## src/rtl/fp_stream_accum_if.sv

```systemverilog
// Handshake bundle for fp_stream_accum: element input channel and frame-result output channel.
interface fp_stream_accum_if #(
  parameter int BIT_W = 32,
  parameter int LEN_W = 8
);
  logic             in_valid;
  logic             in_ready;
  logic [BIT_W-1:0] in_data;
  logic             in_last;
  logic             out_valid;
  logic             out_ready;
  logic [BIT_W-1:0] out_data;
  logic [LEN_W-1:0] out_count;

  modport master (
    output in_valid, in_data, in_last, out_ready,
    input  in_ready, out_valid, out_data, out_count
  );

  modport slave (
    input  in_valid, in_data, in_last, out_ready,
    output in_ready, out_valid, out_data, out_count
  );
endinterface

```

## src/rtl/fp_stream_accum.sv

```systemverilog
// Streaming float reduction: folds a valid/ready frame into one sum through a single fadd.
// Optional FACC_ZERO_SKIP_EN: zero-exponent elements bypass the adder but still count.
module fp_stream_accum #(
  parameter int BIT_W = 32,
  parameter int EXP_W = 8,
  parameter int M_W   = 23,
  parameter int LEN_W = 8
) (
  input logic               clk,
  input logic               rst,
  fp_stream_accum_if.slave  s
);

  typedef enum logic [1:0] {IDLE, ACC, DONE} state_t;

  localparam logic [EXP_W-1:0] EXP_MAX = '1;
  localparam logic [EXP_W-1:0] SHIFT_LIM = EXP_W'(M_W);

  // Same-sign magnitude add with truncation; hidden bit is always assumed set.
  function automatic logic [BIT_W-1:0] fadd(input logic [BIT_W-1:0] a, input logic [BIT_W-1:0] b);
    logic             a_big;
    logic             sign_big;
    logic [EXP_W-1:0] e_big, e_small, diff, e_res;
    logic [M_W-1:0]   f_big, f_small, m_res;
    logic [M_W:0]     m_small;
    logic [M_W+1:0]   sum;
    if (a[BIT_W-2 -: EXP_W] == EXP_MAX || b[BIT_W-2 -: EXP_W] == EXP_MAX)
      return '0;
    a_big    = (a[BIT_W-2:0] >= b[BIT_W-2:0]);
    sign_big = a_big ? a[BIT_W-1] : b[BIT_W-1];
    if (a[BIT_W-1] != b[BIT_W-1])
      return {sign_big, {(BIT_W-1){1'b0}}};
    e_big   = a_big ? a[BIT_W-2 -: EXP_W] : b[BIT_W-2 -: EXP_W];
    e_small = a_big ? b[BIT_W-2 -: EXP_W] : a[BIT_W-2 -: EXP_W];
    f_big   = a_big ? a[M_W-1:0] : b[M_W-1:0];
    f_small = a_big ? b[M_W-1:0] : a[M_W-1:0];
    diff    = e_big - e_small;
    m_small = (diff > SHIFT_LIM) ? '0 : ({1'b1, f_small} >> diff);
    sum     = {2'b01, f_big} + {1'b0, m_small};
    if (sum[M_W+1]) begin
      e_res = e_big + 1'b1;
      m_res = sum[M_W:1];
    end else begin
      e_res = e_big;
      m_res = sum[M_W-1:0];
    end
    return {sign_big, e_res, m_res};
  endfunction

  state_t           state;
  logic [BIT_W-1:0] acc;
  logic [BIT_W-1:0] acc_nxt;
  logic [LEN_W-1:0] cnt;
  logic             in_ready_q;
  logic             out_valid_q;
  logic             accept;

`ifdef FACC_ZERO_SKIP_EN
  logic has_data;
`endif

  assign accept = s.in_valid && in_ready_q;

  // NOTE: every always_comb output gets a default first, so no path can infer a latch.
  always_comb begin
    acc_nxt = fadd(acc, s.in_data);
    if (state == IDLE)
      acc_nxt = s.in_data;
`ifdef FACC_ZERO_SKIP_EN
    // Until a non-zero element lands, the next one loads directly instead of adding.
    if (!has_data)
      acc_nxt = s.in_data;
    if (s.in_data[BIT_W-2 -: EXP_W] == '0)
      acc_nxt = acc;
`endif
  end

  // NOTE: state is updated only with non-blocking assignments so every register sees pre-edge values.
  always_ff @(posedge clk) begin
    if (rst) begin
      state       <= IDLE;
      acc         <= '0;
      cnt         <= '0;
      in_ready_q  <= 1'b1;
      out_valid_q <= 1'b0;
    end else begin
      case (state)
        IDLE, ACC: begin
          if (accept) begin
            acc <= acc_nxt;
            cnt <= (state == IDLE) ? LEN_W'(1) : cnt + 1'b1;
            if (s.in_last) begin
              state       <= DONE;
              in_ready_q  <= 1'b0;
              out_valid_q <= 1'b1;
            end else begin
              state <= ACC;
            end
          end
        end
        DONE: begin
          if (s.out_ready) begin
            state       <= IDLE;
            acc         <= '0;
            cnt         <= '0;
            in_ready_q  <= 1'b1;
            out_valid_q <= 1'b0;
          end
        end
        default: begin
          state       <= IDLE;
          in_ready_q  <= 1'b1;
          out_valid_q <= 1'b0;
        end
      endcase
    end
  end

`ifdef FACC_ZERO_SKIP_EN
  always_ff @(posedge clk) begin
    if (rst)
      has_data <= 1'b0;
    else if (state == DONE && s.out_ready)
      has_data <= 1'b0;
    else if (accept && s.in_data[BIT_W-2 -: EXP_W] != '0)
      has_data <= 1'b1;
  end
`endif

  assign s.in_ready  = in_ready_q;
  assign s.out_valid = out_valid_q;
  assign s.out_data  = acc;
  assign s.out_count = cnt;

endmodule

```

## src/flat_wrapper.sv

```systemverilog
// flat-port wrapper written by rule: the top's interface ports become plain ports
module fp_stream_accum_flat 
#(
  parameter int BIT_W = 32,
  parameter int EXP_W = 8,
  parameter int M_W   = 23,
  parameter int LEN_W = 8
)
  (clk, rst, s_in_valid, s_in_data, s_in_last, s_out_ready, s_in_ready, s_out_valid, s_out_data, s_out_count);
  fp_stream_accum_if #(.BIT_W(BIT_W), .LEN_W(LEN_W)) s_i ();
  input logic clk;
  input logic rst;
  input wire logic [$bits(s_i.in_valid)-1:0] s_in_valid;
  input wire logic [$bits(s_i.in_data)-1:0] s_in_data;
  input wire logic [$bits(s_i.in_last)-1:0] s_in_last;
  input wire logic [$bits(s_i.out_ready)-1:0] s_out_ready;
  output wire logic [$bits(s_i.in_ready)-1:0] s_in_ready;
  output wire logic [$bits(s_i.out_valid)-1:0] s_out_valid;
  output wire logic [$bits(s_i.out_data)-1:0] s_out_data;
  output wire logic [$bits(s_i.out_count)-1:0] s_out_count;
  assign s_i.in_valid = s_in_valid;
  assign s_i.in_data = s_in_data;
  assign s_i.in_last = s_in_last;
  assign s_i.out_ready = s_out_ready;
  assign s_in_ready = s_i.in_ready;
  assign s_out_valid = s_i.out_valid;
  assign s_out_data = s_i.out_data;
  assign s_out_count = s_i.out_count;
  fp_stream_accum #(.BIT_W(BIT_W), .EXP_W(EXP_W), .M_W(M_W), .LEN_W(LEN_W)) u_core (.clk(clk), .rst(rst), .s(s_i));
endmodule
```

## config.mk

```make
export PLATFORM = sky130hd
export DESIGN_NAME = fp_stream_accum_flat
export DESIGN_NICKNAME = d
export VERILOG_FILES = /design/src/rtl/fp_stream_accum_if.sv /design/src/rtl/fp_stream_accum.sv /design/src/flat_wrapper.sv
export SDC_FILE = /design/constraint.sdc
export NUM_CORES = 1
export LEC_CHECK = 0
export BUFFER_PORTS_ARGS = -buffer_cell sky130_fd_sc_hd__buf_2
export CAP_MARGIN = 20
export CELL_PAD_IN_SITES_DETAIL_PLACEMENT = 0
export CELL_PAD_IN_SITES_GLOBAL_PLACEMENT = 1
export CORE_ASPECT_RATIO = 1.75
export CORE_MARGIN = 2
export CORE_UTILIZATION = 47
export CTS_CLUSTER_SIZE = 30
export DETAILED_ROUTE_END_ITERATION = 12
export PLACE_DENSITY = 0.86
export RECOVER_POWER = 25
export SETUP_SLACK_MARGIN = 0.5
export SLEW_MARGIN = 10
export SYNTH_ARGS = -nofsm -noshare
export SYNTH_HDL_FRONTEND = slang
export SYNTH_SLANG_ARGS = --single-unit
```

## constraint.sdc

```tcl
create_clock -name clk -period 12.59 [get_ports clk]
set_input_delay 1.259 -clock clk [delete_from_list [all_inputs] [get_ports clk]]
set_output_delay 1.259 -clock clk [all_outputs]
set_load 0.03 [all_outputs]
```

==> results.md <==
- Status: completed
- Most frequent cells in the layout: 113 x nand2_1, 88 x a21oi_1, 77 x nor2_1
- Main synth FF type: dfxtp_1
- Synthesis-to-layout area growth: 9.46%
- Slowest stage cell, crit path: nand2_4
- WP buf/inv: 5
- DRC: 0
- Pwr dens: 104 mW/mm^2
- Required time worst endpoint: 12.77 ns
- Crit path largest cell delay: between 0.7 and 0.8 ns
- Final Hold Fails: 0
- Multi-input gate area: 0.00531 sq mm
- YS warnings: 0
- Routed Antenna Nets: 0
- N_diodes: 0
- Die Y: 161 microns
- Setup WS pre-CTS: between 2 and 3 ns
- Die X: roughly 93 microns
- Fmax: between 100 and 150 MHz
- H-tree depth: 2
- Final global-route overflow total: 0
- Vias in the first global route: slightly below 7000
- Slew @ Worst Pin: roughly 1.2 ns
- Accumulated negative setup slack: 0 ns
- Worst slew margin: between 10% and 20%
- CTS Hold Bufs: 0
- # rows: 57
- Routed vias/inst: 6.32
- Final wirelength: approximately 22 mm
- Non-Filler Instances: 1133
- Setup ws final: 2.78 ns
- Via count: 7164
- # clock sinks: 44
- Min Hold Slack: between 0.4 and 0.5 ns
- Commonest non-fill, non-tap cell in the layout: nand2_1
- Top cell type's share of synthesized area: 13.4%
- Post-synth EDFFs: 0
- Largest cells by area after synthesis: dfxtp_1 13%, ha_1 11%, mux2i_1 7.4%
- Reg clk slew, reported paths: 0.08 ns
- Cell family with most CP delay: simple AND/OR/NAND/NOR gates
- CP Capture Type: flip-flop
- Drt first pass iters: 5
- Fillers: about 1500
- Cell total after placement: 1124
- Die area: between 0.015 and 0.02 sq mm
- Syn Std Cell Area: 0.00659 sq mm
- Synth Register Bits: 44
- GRT Util Overall: 29.5%
- CTS buffer count: 5
- Tcrit/Tclk final: 78.0%
- Async SR Flop Fraction: 0%
- Sequential-to-total area share from yosys stat: a little over an eighth
- CTS resizes: 0
- Final instance area: approximately 0.0072 sq mm
- Worst clock skew: 0.00975 ns
- Peak VDD IR: 0.0603 mV
- First-pass GRT wire length: about 35 mm
- Post-synthesis cell type count: 84
- Starting Density: a little under half
- IO Count: 79
- Final Util: 52.4%
- Worst setup path category: input port to flip-flop
- Setup repair after global routing missed its margin: false
- Synth area leader: dfxtp_1
- Pin count of the biggest net entering global routing: between 90 and 100
- TritonCTS clock tree: built
- Cell count after synthesis: slightly above 900
- Startpoint Class: input port
- WL/cell: 19.8 microns
- DR iter-0 viols: 595
- Share of layout cells above drive strength 1: a little over an eighth
- Crit-path max FO: 91
- Syn avg cell area: 7.17 sq um
- Total chip power: 746 uW
- HPWL after DPL: 17.3 mm
- Skew-Pair Late Insertion Delay: 0.30 ns
- CTS Root Cell: clkbuf_16
- # port buffers: between 70 and 80
- Post-DP Area: 0.00705 sq mm
- Tmin final: 9.81 ns
- Initial antenna violation count: 0
- Total core area: 0.0138 sq mm
- Worst Hold Class: flip-flop to flip-flop
- Maxcap violations: 0
- Storage cell area: roughly 900 sq um
- Final-report setup violation count: 0
- Routability cong.: approximately 0.95
- CTS max path bufs: 2
- Max-slew violations: 0
- Final #Nets: about 1100
- Mapped Nets: around 1000
- Post-CTS Setup Inserts: 0
- Worst path arrival time: ~10 ns
- Leakage: approximately 3.2 nW
[area by class of cell]
type / count / share of cell area [%]
tap: 177 / 3.07
sequential: 44 / 12.2
clock buffer: 5 / 1.74
clock inverter: 3 / 0.642
inverter: 45 / 2.34
multi-input combinational: 771 / 73.7
timing repair buffer: 88 / 6.32
[cells by family (layout without fill, tap and decap cells)]
kind of cell,after synthesis,after routing,share of synthesized area (%)
AOI/OAI and AO/OA,288,288,28.6
xor gates and xnor gates,30,30,3.99
buffers and inverters,103,141,6.46
DFF,44,44,13.4
and+or+nand+nor,326,326,23.3
muxes,69,69,13.1
adders and majority gates,58,58,11.1
[cell usage after synthesis, drive strengths merged, types with 9 or more instances]
master and count:
nor3 31, nand2b 9, nor2b 16, o211ai 16, buf 16, a211oi 19
nand4 14, a31oi 9, inv 45, a21oi 88, ha 57, a22oi 13
xor2 16, nand2 114, mux2i 49, or2 9, a21o 17, dfxtp 44
nor2 78, nand3 29, mux4 13, clkbuf 42, o22ai 9, xnor2 14
o21ai 66
[report_power, final]
part | switching, mW | total [mW] | internal (mW)
logic | 0.269 | 0.414 | 0.145
clock network | 0.0683 | 0.163 | 0.0947
registers | 0.0194 | 0.169 | 0.150
[path summary, 6_finish.rpt]
kind | startpoint | end | slack, ns | depth (start not counted)
setup / recovery | s_in_data[23] | u_core.s.out_data[28] | 2.78 | 34
hold / removal | u_core.s.out_valid | u_core.s.out_valid | 0.47 | 2
setup reg to reg | u_core.s.out_data[23] | u_core.s.out_data[28] | 3.46 | 32
hold reg to reg | u_core.s.out_valid | u_core.s.out_valid | 0.47 | 2
[worst min-delay path, cell delays in order (launching register included)]
cell      delay (ns)
dfxtp_1         0.32
inv_1           0.05
a21boi_0        0.06
[sequential cells by signal, indices dropped and copies added (netlist names)]
| register | cells |
|---|---|
| u_core.s.in_ready | 1 |
| u_core.s.out_count | 8 |
| u_core.s.out_data | 32 |
| u_core.s.out_valid | 1 |
| u_core.state | 2 |
[metal layers]
layer / vias to the layer above / GRT usage [%] / wire, microns
met3: 71 / 2.30 / 1130
met4: 0 / 13.2 / 1000
met5: - / 0 / 0
met2: 261 / 51.7 / 11400
li1: 3451 / - / -
met1: 3381 / 36.3 / 8900
(Power assumes the default switching activity.)
